## src/rtl/sdram_refresh_scheduler.sv

```systemverilog
// rtl/sdram_refresh_scheduler.sv - SDRAM auto-refresh credit scheduler
// Accrues one refresh credit per interval, tracks postponed refreshes and flags urgency/overflow.
module sdram_refresh_scheduler #(
  parameter int unsigned T_REFRESH_INTERVAL_CYCLES = 782,
  parameter int unsigned MAX_PENDING               = 8,
  parameter int unsigned URGENT_THRESHOLD          = 6,
  parameter int unsigned INIT_REFRESHES            = 2,
  localparam int PW = $clog2(MAX_PENDING + 1),
  localparam int TW = $clog2(T_REFRESH_INTERVAL_CYCLES)
) (
  input  logic          HCLK,
  input  logic          HRESETn,
  input  logic          sdram_ready_i,
  input  logic          refresh_ack_i,
  output logic          refresh_req_o,
  output logic          refresh_urgent_o,
  output logic [PW-1:0] pending_cnt_o,
  output logic          overflow_err_o
);

  typedef enum logic [1:0] {ST_OFF, ST_INIT, ST_RUN} state_e;

  localparam logic [TW-1:0] TIMER_RELOAD = TW'(T_REFRESH_INTERVAL_CYCLES - 1);
  localparam logic [PW-1:0] PEND_MAX     = PW'(MAX_PENDING);
  localparam logic [PW-1:0] PEND_URGENT  = PW'(URGENT_THRESHOLD);
  localparam logic [PW-1:0] PEND_INIT    = PW'(INIT_REFRESHES);

  state_e        state_q, state_d;
  logic [PW-1:0] pending_q, pending_d;
  logic [TW-1:0] timer_q, timer_d;
  logic          err_q, err_d;

  logic tick;
  logic ack_ok;

  assign tick   = (state_q == ST_RUN) && (timer_q == '0);
  assign ack_ok = refresh_ack_i && (pending_q != '0);

  always_ff @(posedge HCLK or negedge HRESETn) begin
    if (!HRESETn) begin
      state_q   <= ST_OFF;
      pending_q <= '0;
      timer_q   <= TIMER_RELOAD;
      err_q     <= 1'b0;
    end else begin
      state_q   <= state_d;
      pending_q <= pending_d;
      timer_q   <= timer_d;
      err_q     <= err_d;
    end
  end

  always_comb begin
    state_d = state_q;
    case (state_q)
      ST_OFF:  if (sdram_ready_i) state_d = ST_INIT;
      ST_INIT: begin
        if (!sdram_ready_i) state_d = ST_OFF;
        else if (ack_ok && (pending_q == PW'(1))) state_d = ST_RUN;
      end
      ST_RUN:  if (!sdram_ready_i) state_d = ST_OFF;
      default: state_d = ST_OFF;
    endcase
  end

  // A tick and an ack in the same cycle cancel, so saturation only overflows on an unserviced tick.
  always_comb begin
    pending_d = pending_q;
    timer_d   = TIMER_RELOAD;
    err_d     = err_q;
    case (state_q)
      ST_INIT: begin
        if (!sdram_ready_i) pending_d = '0;
        else if (ack_ok)    pending_d = pending_q - PW'(1);
      end
      ST_RUN: begin
        if (!sdram_ready_i) begin
          pending_d = '0;
        end else begin
          timer_d = tick ? TIMER_RELOAD : timer_q - TW'(1);
          if (tick && !ack_ok) begin
            if (pending_q == PEND_MAX) err_d = 1'b1;
            else                       pending_d = pending_q + PW'(1);
          end else if (!tick && ack_ok) begin
            pending_d = pending_q - PW'(1);
          end
        end
      end
      default: pending_d = sdram_ready_i ? PEND_INIT : '0;
    endcase
  end

  always_comb begin
    refresh_req_o    = (pending_q != '0);
    refresh_urgent_o = (pending_q >= PEND_URGENT);
    pending_cnt_o    = pending_q;
    overflow_err_o   = err_q;
  end

endmodule

```

## config.mk

```make
export PLATFORM = sky130hd
export DESIGN_NAME = sdram_refresh_scheduler
export DESIGN_NICKNAME = d
export VERILOG_FILES = /design/src/rtl/sdram_refresh_scheduler.sv
export SDC_FILE = /design/constraint.sdc
export NUM_CORES = 1
export LEC_CHECK = 0
export BUFFER_PORTS_ARGS = -buffer_cell sky130_fd_sc_hd__buf_2
export CORE_MARGIN = 2
export CORE_UTILIZATION = 58
export DETAILED_ROUTE_END_ITERATION = 8
export HOLD_SLACK_MARGIN = 0.08
export PLACE_DENSITY = 0.78
export SYNTH_ARGS = -nofsm -noshare
export SYNTH_HDL_FRONTEND = slang
export SYNTH_SLANG_ARGS = --single-unit
```

## constraint.sdc

```tcl
create_clock -name HCLK -period 2.8 [get_ports HCLK]
set_input_delay 0.14 -clock HCLK [delete_from_list [all_inputs] [get_ports HCLK]]
set_output_delay 0.14 -clock HCLK [all_outputs]
set_load 0.05 [all_outputs]
```

==> results.py, run 1 <==
metrics = {
    "status": {
        "outcome": "complete, no violations",
    },
    "clocking": {
        "cts_buffers": 3,
        "cts_buffer_depth": 2,
        "cts_root_buf": "clkbuf_4",
        "ctsResizeCount": 0,
        "clock-sinks": 17,
        "cts_hold_buf": 1,
        "htree_levels": 1,
        "worstSkewPairLatency_ns": 0.30,
        "path_clk_slew_ns": 0.11,
        "cts_tree": "built",
        "post-cts-setup-buffer-count": 0,
    },
    "floorplan": {
        "core_area_um2": 1960,
        "dieArea_um2": 2440,
        "fp-row-count": 16,
        "io_pins": 11,
        "die_height_um": 49.4,
        "fp.dieW_um": 49.4,
        "start_util_pct": 60.9,
    },
    "logic_synthesis": {
        "syn-cell-area_um2": 1190,
        "ys_seq_elements": 17,
        "synth_edf_count": 0,
        "synthTopCellsByArea": "dfrtp_1, ha_1, dfstp_2",
        "synth-async-reset-ratio_pct": 100,
        "yosysMostFrequentCell": "nand2_1",
        "netlist_instances": 125,
        "yosys.area.top_type": "dfrtp_1",
        "synthTopCellsByCount": "nand2_1, dfrtp_1, ha_1",
        "synth_cell_types": 42,
        "syn_avg_cell_area_um2": 9.56,
        "synth_top_area_share_pct": 25.1,
        "synth_top_flop_cell": "dfrtp_1",
        "ys_seq_area_share_pct": 36.1,
        "ys.warnings.count": 0,
        "syn_nets": 140,
    },
    "route": {
        "drt_wl_total_um": 2290,
        "route.detailed.drc": 0,
        "firstDrtPassIters": 4,
        "wire_per_inst_um": 13.5,
        "viasPerCell": 5.70,
        "vias": 963,
        "drtIter0Drc": 23,
        "detail-route-antenna-nets": 0,
    },
    "layout": {
        "fillers": 188,
        "drive_gt1_share_pct": 28.9,
        "multi_input_area_um2": 707,
        "ff_latch_area_um2": 434,
        "syn2layout_area_growth_pct": 11.8,
        "nets": 158,
        "fin_util_pct": 68.1,
        "diodes": 0,
    },
    "timing": {
        "period_share_pct": 91.6,
        "finalClockSkew_ns": 0.00923,
        "slew_headroom_pct": 74.2,
        "finalMaxSlewViolations": 0,
        "hold_viol": 0,
        "whs_ns": 0.253,
        "setup_viol": 0,
        "max_freq_mhz": 390,
        "rsz0062_at_grt": "false",
        "final.setup.tns_ns": 0,
        "timing.final.ws_setup_ns": 0.235,
        "timing.final.crit_period_ns": 2.56,
        "worst_pin_slew_ns": 0.384,
    },
    "critical_path": {
        "critPathCaptureType": "register",
        "worstSetupStartpointType": "register",
        "worst_ep_arrival_time_ns": 2.75,
        "critPathMaxFanout": 4,
        "required_ns": 2.99,
        "worstSetupPathType": "register to register",
    },
    "placed_design": {
        "place.gp.congestion": 0.883,
        "io_buffers": 10,
        "dpl_worst_slack_ns": 0.260,
        "post-dp-hpwl_um": 1730,
    },
    "pwr": {
        "powerDensity_nw_per_um2": 805,
        "p_leak_uw": 0.000592,
        "vdd_drop_max_mv": 0.581,
    },
    "global_routing": {
        "grt_pass1_vias": 926,
        "grtUsageTotal_pct": 21.5,
        "antenna_found_initial": 0,
        "gr-total-overflow": 0,
        "grt_max_degree": 18,
        "grt_pass1_wl_um": 4100,
    },
    "job": {
        "cap_violations": 0,
    },
    "min_path": {
        "hold_class": "input port to register",
    },
}
state kept, by name (all words and copies together), names as in the netlist:
| signal | cells |
|---|---|
| overflow_err_o | 1 |
| pending_cnt_o | 4 |
| timer_q | 10 |
| state_q | 2 |
path summary, 6_finish.rpt:
| path | slack (ns) | startpoint | to | depth (start not counted) |
|---|---|---|---|---|
| setup / recovery | 0.24 | timer_q[0]$_DFF_PN1_ | pending_cnt_o[2]$_DFFE_PN0P_ | 9 |
| hold / removal | 0.25 | sdram_ready_i | state_q[0]$_DFFE_PN0P_ | 3 |
| setup reg to reg | 0.24 | timer_q[0]$_DFF_PN1_ | pending_cnt_o[2]$_DFFE_PN0P_ | 9 |
| hold reg to reg | 0.47 | overflow_err_o$_DFFE_PN0P_ | overflow_err_o$_DFFE_PN0P_ | 1 |
| max in group asynchronous | 2.23 | HRESETn | timer_q[3]$_DFF_PN1_ | 2 |
| min in group asynchronous | 0.26 | HRESETn | timer_q[1]$_DFF_PN0_ | 2 |
critical path, stage by stage (launching register included):
cell and delay [ns]:
dfstp_2 0.57, inv_1 0.06, ha_1 0.19, and4b_1 0.19
and2_1 0.16, ha_1 0.23, and4b_4 0.21, or2_4 0.24
a22oi_4 0.24, mux2_2 0.36
routing by layer:
layer	vias to the layer above	wire, um	share of wire (%)	track usage [%]
met4	0	4	0.17	1.39
met1	468	1090	48	29.7
li1	465	-	-	-
met5	-	0	0	0
met3	2	140	6.1	5.52
met2	28	1050	46	35.8
logic make-up after synthesis:
| kind of cell | share of synthesized area [%] |
|---|---|
| adders and majority gates | 11.5 |
| buffers and inverters | 4.71 |
| and+or+nand+nor | 24.0 |
| xor gates and xnor gates | 6.60 |
| muxes | 4.61 |
| AOI/OAI and AO/OA | 12.5 |
| DFF | 36.1 |
cell usage in the layout (no fill, tap or decap), types with 2 or more instances in the layout:
master	netlist	final
a32oi_1	2	2
xnor2_1	3	3
dfrtp_1	12	10
buf_2	0	10
dfstp_2	5	5
and2_1	2	2
nand2_1	16	16
a31oi_1	3	3
a21oi_1	3	3
nand3_1	5	5
nor2_1	10	10
dfrtp_2	0	2
o21ai_0	3	3
xor2_1	6	6
buf_4	1	5
clkbuf_4	0	3
nor2b_1	2	2
mux2_2	4	4
ha_1	11	11
nor3_1	4	4
inv_1	9	9
final cells by class:
type / count / area share, %
Multi-Input combinational cell: 96 / 52.9
Sequential cell: 17 / 32.5
Timing Repair Buffer: 16 / 7.30
Inverter: 9 / 2.53
Tap cell: 27 / 2.53
Clock buffer: 3 / 1.69
Clock inverter: 1 / 0.562
power breakdown:
group	leakage [uW]	total [uW]	internal [uW]	switching [uW]
clock	0.0000139	137	54.5	82.6
sequential	0.000213	314	278	36.6
combinational	0.000365	624	221	403
through the flow:
stage / area (um^2) / total power [uW] / std cells
after global routing: 1340 / 1150 / 169
final: 1340 / 1080 / 169
after global placement: 1300 / 929 / 164
after floorplan: 1200 / 801 / 125
after detailed placement: 1300 / 938 / 164
after CTS: 1340 / 1080 / 169
Note: power is estimated with default switching activity, not from simulation.
==> run 2: changes to the inputs <==
--- a/config.mk
+++ b/config.mk
@@ -11,6 +11,7 @@
 export DETAILED_ROUTE_END_ITERATION = 8
 export HOLD_SLACK_MARGIN = 0.08
 export PLACE_DENSITY = 0.78
+export RECOVER_POWER = 100
 export SYNTH_ARGS = -nofsm -noshare
 export SYNTH_HDL_FRONTEND = slang
 export SYNTH_SLANG_ARGS = --single-unit
==> results.py, run 2 (synthesized netlist as in run 1, its figures left out) <==
metrics = {
    "status": {
        "outcome": "complete, no violations",
    },
    "timing": {
        "final.setup.tns_ns": 0,
        "finalClockSkew_ns": 0.00929,
        "worst_pin_slew_ns": 0.856,
        "finalMaxSlewViolations": 0,
        "setup_viol": 0,
        "slew_headroom_pct": 42.9,
        "rsz0062_at_grt": "false",
        "max_freq_mhz": 383,
        "hold_viol": 0,
        "timing.final.crit_period_ns": 2.61,
        "period_share_pct": 93.3,
    },
    "clocking": {
        "cts_hold_buf": 1,
        "path_clk_slew_ns": 0.11,
        "clock-sinks": 17,
        "cts_tree": "built",
        "post-cts-setup-buffer-count": 0,
        "cts_root_buf": "clkbuf_4",
        "cts_buffer_depth": 2,
        "cts_buffers": 3,
        "htree_levels": 1,
        "worstSkewPairLatency_ns": 0.30,
        "ctsResizeCount": 0,
    },
    "layout": {
        "drive_gt1_share_pct": 21.8,
        "nets": 158,
        "syn2layout_area_growth_pct": 10.6,
        "diodes": 0,
        "fin_util_pct": 67.3,
        "final_cell_count_no_fill": 169,
        "top_register": "timer_q",
        "largest_reg_flops": 10,
        "final_area_um2": 1320,
        "layout_common_cells": "nand2_1, ha_1, dfrtp_1",
        "layout_commonest_cell": "nand2_1",
    },
    "min_path": {
        "hold_class": "input port to register",
        "holdPathStages": 3,
    },
    "critical_path": {
        "critPathMaxFanout": 9,
        "worstSetupPathType": "register to register",
        "startpoint": "pending_cnt_o[0]$_DFFE_PN0P_",
        "worst-r2r-cell-count": 9,
        "cpPeakStageDelay_ns": 0.53,
        "required_ns": 2.98,
        "crit_top_cell": "ha_1",
        "r2r_slack_ns": 0.19,
        "worst_ep_arrival_time_ns": 2.80,
        "cp_slowest_cell": "dfrtp_1",
        "path_cells": "inv_1 > ha_1 > or3b_4 > nand2_4 > ha_1 > and4b_4 > or2_4 > a22oi_4 > mux2_2",
        "timing.rr.end": "pending_cnt_o[2]$_DFFE_PN0P_",
        "critPathCaptureType": "register",
        "timing.rr.start": "pending_cnt_o[0]$_DFFE_PN0P_",
        "crit_end": "pending_cnt_o[2]$_DFFE_PN0P_",
        "worstSetupStartpointType": "register",
    },
    "floorplan": {
        "core_area_um2": 1960,
        "fp.dieW_um": 49.4,
        "start_util_pct": 60.9,
        "dieArea_um2": 2440,
        "fp-row-count": 16,
        "io_pins": 11,
        "die_height_um": 49.4,
    },
    "global_routing": {
        "met2_usage_pct": 35.8,
        "met1_usage_pct": 29.7,
        "grt_max_degree": 18,
        "grt_pass1_vias": 926,
        "grtUsageTotal_pct": 21.5,
        "gr-total-overflow": 0,
        "antenna_found_initial": 0,
        "grtUsageMet3_pct": 5.52,
        "grt_pass1_wl_um": 4100,
        "grt_busiest_layer": "met2",
    },
    "pwr": {
        "vdd_drop_max_mv": 0.568,
        "powerDensity_nw_per_um2": 804,
        "p_leak_uw": 0.000562,
        "power_uw": 1060,
    },
    "placed_design": {
        "io_buffers": 10,
        "place_inst": 164,
        "dpl_cell_area_um2": 1300,
        "place.gp.congestion": 0.883,
        "post-dp-hpwl_um": 1730,
    },
    "route": {
        "drt_wl_total_um": 2270,
        "firstDrtPassIters": 4,
        "viasPerCell": 5.58,
        "wire_per_inst_um": 13.4,
        "vias": 943,
        "drtIter0Drc": 21,
        "detail-route-antenna-nets": 0,
        "route.detailed.drc": 0,
    },
    "job": {
        "cap_violations": 0,
    },
}
## run 2: cell count changes in the layout (fill, tap and decap cells not counted), sizes merged
cell	before	now
clkbuf	3	11
buf	15	7
## run 2: area by class of cell
type / instances / area, um^2
Tap cell: 27 / 33.8
Inverter: 9 / 33.8
Sequential cell: 17 / 433
Fill cell: 193 / 641
Timing Repair Buffer: 16 / 85.1
Clock buffer: 3 / 22.5
Clock inverter: 1 / 7.51
Multi-Input combinational cell: 96 / 706
## run 2: stage by stage
step	setup WS, ns	hold WS (ns)
finish	0.186	0.255
global route	0.0931	0.275
CTS	0.224	0.252
global placement	0.332	0.0758
detailed placement	0.260	0.0762
floorplan	0.0421	-0.156
## run 2: worst min-delay path by stage
stage | slack (ns) | startpoint | to
2_1_floorplan | -0.16 | HRESETn | overflow_err_o$_DFFE_PN0P_
3_3_place_gp | 0.08 | HRESETn | pending_cnt_o[3]$_DFFE_PN0P_
3_5_place_dp | 0.08 | HRESETn | pending_cnt_o[3]$_DFFE_PN0P_
4_1_cts | 0.25 | sdram_ready_i | state_q[0]$_DFFE_PN0P_
5_1_grt | 0.27 | sdram_ready_i | state_q[0]$_DFFE_PN0P_
6_report | 0.25 | sdram_ready_i | state_q[0]$_DFFE_PN0P_
## run 2: critical path: cells and delay by family (launching register included)
kind                       cells  cell delay, ns
muxes                          1            0.36
DFF                            1            0.53
buffers and inverters          1            0.14
AOI/OAI and AO/OA              1            0.24
adders and majority gates      2            0.45
and+or+nand+nor                4            0.77
## run 2: per-layer routing
| metal | vias up | part of all wire [%] |
|---|---|---|
| li1 | 464 | - |
| met1 | 452 | 48 |
| met2 | 27 | 46 |
| met3 | 0 | 5.9 |
| met4 | 0 | 0 |
| met5 | - | 0 |
## run 2: power breakdown
| group | internal (uW) | switching (uW) |
|---|---|---|
| Combinational | 210 | 403 |
| Sequential | 277 | 36.8 |
| Clock | 54.4 | 81.6 |
| Total | 541 | 522 |
==> run 3: changes to the inputs <==
--- a/config.mk
+++ b/config.mk
@@ -6,12 +6,12 @@
 export NUM_CORES = 1
 export LEC_CHECK = 0
 export BUFFER_PORTS_ARGS = -buffer_cell sky130_fd_sc_hd__buf_2
-export CORE_MARGIN = 2
-export CORE_UTILIZATION = 58
+export CORE_UTILIZATION = 52
 export DETAILED_ROUTE_END_ITERATION = 8
 export HOLD_SLACK_MARGIN = 0.08
-export PLACE_DENSITY = 0.78
+export PLACE_DENSITY = 0.74
 export RECOVER_POWER = 100
+export SLEW_MARGIN = 15
 export SYNTH_ARGS = -nofsm -noshare
 export SYNTH_HDL_FRONTEND = slang
 export SYNTH_SLANG_ARGS = --single-unit
==> constraint.sdc (replaced) <==
create_clock -name HCLK -period 2.4 [get_ports HCLK]
set_input_delay 0.12 -clock HCLK [delete_from_list [all_inputs] [get_ports HCLK]]
set_output_delay 0.12 -clock HCLK [all_outputs]
set_load 0.05 [all_outputs]
==> results.py, run 3 (synthesized netlist as in run 1, its figures left out) <==
metrics = {
    "route": {
        "viasPerCell": 5.43,
        "wire_per_inst_um": 14.3,
        "firstDrtPassIters": 4,
        "drtIter0Drc": 24,
        "drt_wl_total_um": 2550,
        "vias": 967,
        "route.detailed.drc": 0,
        "detail-route-antenna-nets": 0,
    },
    "placed_design": {
        "dpl_worst_slack_ns": -0.0584,
        "place.gp.congestion": 0.880,
        "post-dp-hpwl_um": 1890,
        "io_buffers": 10,
        "dpl_cell_area_um2": 1350,
    },
    "floorplan": {
        "die_height_um": 49.9,
        "io_pins": 11,
        "core_area_um2": 2060,
        "dieArea_um2": 2490,
        "fp-row-count": 16,
        "fp.dieW_um": 49.9,
        "start_util_pct": 57.9,
    },
    "pwr": {
        "powerDensity_nw_per_um2": 917,
        "p_leak_uw": 0.000634,
        "power_uw": 1320,
        "vdd_drop_max_mv": 0.590,
    },
    "timing": {
        "finalMaxSlewViolations": 0,
        "rsz0062_at_grt": "true",
        "setup_viol": 0,
        "worst_pin_slew_ns": 0.924,
        "slew_headroom_pct": 38.4,
        "period_share_pct": 98.5,
        "max_freq_mhz": 423,
        "timing.final.ws_setup_ns": 0.0350,
        "finalClockSkew_ns": 0.0137,
        "hold_viol": 0,
        "timing.final.crit_period_ns": 2.37,
        "final.setup.tns_ns": 0,
    },
    "critical_path": {
        "crit_top_cell": "ha_4",
        "worstSetupPathType": "register to register",
        "required_ns": 2.58,
        "worst_ep_arrival_time_ns": 2.54,
        "path_cells": "inv_2 > ha_4 > and4b_1 > and2_4 > ha_4 > and4b_4 > or2_4 > a22oi_4 > mux2_4",
        "cp_slowest_cell": "dfstp_2",
        "worstSetupStartpointType": "register",
        "cpPeakStageDelay_ns": 0.56,
        "critPathMaxFanout": 4,
        "worst-path-buf-inv": 1,
        "crit_family": "simple AND/OR/NAND/NOR gates",
        "critPathCaptureType": "register",
    },
    "layout": {
        "final_area_um2": 1440,
        "syn2layout_area_growth_pct": 20.7,
        "layout_commonest_cell": "nand2_1",
        "top_register": "timer_q",
        "drive_gt1_share_pct": 35.1,
        "layout_common_cells": "nand2_1, buf_4, nor2_1, dfrtp_1, ha_1",
        "diodes": 0,
        "nets": 167,
        "largest_reg_flops": 10,
    },
    "global_routing": {
        "grtUsageTotal_pct": 23.3,
        "grt_pass1_vias": 939,
        "antenna_found_initial": 0,
        "grt_max_degree": 18,
        "grt_pass1_wl_um": 4410,
        "gr-total-overflow": 0,
    },
    "clocking": {
        "clock-sinks": 17,
        "cts_root_buf": "clkbuf_4",
        "cts_tree": "built",
        "worstSkewPairLatency_ns": 0.30,
        "path_clk_slew_ns": 0.11,
        "cts_buffer_depth": 2,
        "htree_levels": 1,
        "cts_buffers": 3,
    },
    "min_path": {
        "hold_class": "input port to register",
    },
    "status": {
        "outcome": "complete, no violations",
    },
    "job": {
        "cap_violations": 0,
    },
}
run 3: changes by cell type in the layout (fill, tap and decap cells not counted), sizes merged:
cell	change
clkinv	+1
clkinvlp	-1
clkbuf	-3
buf	+12
run 3: per-stage QoR:
stage	hold slack (ns)	std cells	utilization, %
after global placement	0.0593	168	65.6
after floorplan	-0.176	125	-
after detailed placement	0.0644	168	65.6
after global routing	0.273	178	70.0
final	0.258	178	70.0
after CTS	0.247	176	69.2
run 3: cell type report:
cell class / instances / area [um^2]
multi-input combinational: 96 / 754
clock inverter: 1 / 5.00
inverter: 9 / 33.8
timing repair buffer: 25 / 159
fill: 163 / 619
clock buffer: 3 / 22.5
tap: 27 / 33.8
sequential: 17 / 434
run 3: path summary, 6_finish.rpt:
check / from / end / slack [ns] / cells past startpoint
min: sdram_ready_i / state_q[0]$_DFFE_PN0P_ / 0.26 / 3
min reg2reg: overflow_err_o$_DFFE_PN0P_ / overflow_err_o$_DFFE_PN0P_ / 0.47 / 1
max: timer_q[0]$_DFF_PN1_ / pending_cnt_o[2]$_DFFE_PN0P_ / 0.03 / 9
max reg2reg: timer_q[0]$_DFF_PN1_ / pending_cnt_o[2]$_DFFE_PN0P_ / 0.03 / 9
min in group asynchronous: HRESETn / timer_q[1]$_DFF_PN0_ / 0.46 / 2
max in group asynchronous: HRESETn / pending_cnt_o[1]$_DFFE_PN0P_ / 1.32 / 2
run 3: worst reg2reg max path: stages (launching register included):
cell     delay [ns]
dfstp_2        0.56
inv_2          0.05
ha_4           0.15
and4b_1        0.18
and2_4         0.15
ha_4           0.16
and4b_4        0.18
or2_4          0.24
a22oi_4        0.26
mux2_4         0.33
run 3: power by group:
group          leakage [uW]  switching, uW  total (uW)  internal, uW
Clock             0.0000177           93.9         156          62.0
Combinational      0.000403            515         817           302
Sequential         0.000213           26.5         351           324
Total              0.000634            636        1320           688
run 3: per-layer routing:
| layer | up-vias | track usage [%] | wire [um] |
|---|---|---|---|
| li1 | 484 | - | - |
| met1 | 465 | 35.3 | 1310 |
| met2 | 16 | 33.3 | 1150 |
| met3 | 2 | 5.56 | 73 |
| met4 | 0 | 3.81 | 13 |
| met5 | - | 0 | 0 |
run 3: repair_timing:
action	CTS	global route
resized for setup	4	1
pin swaps	5	5
setup endpoints to repair	3	4
hold endpoints to repair	17	0
buffers inserted	3	2
hold buffers	1	0
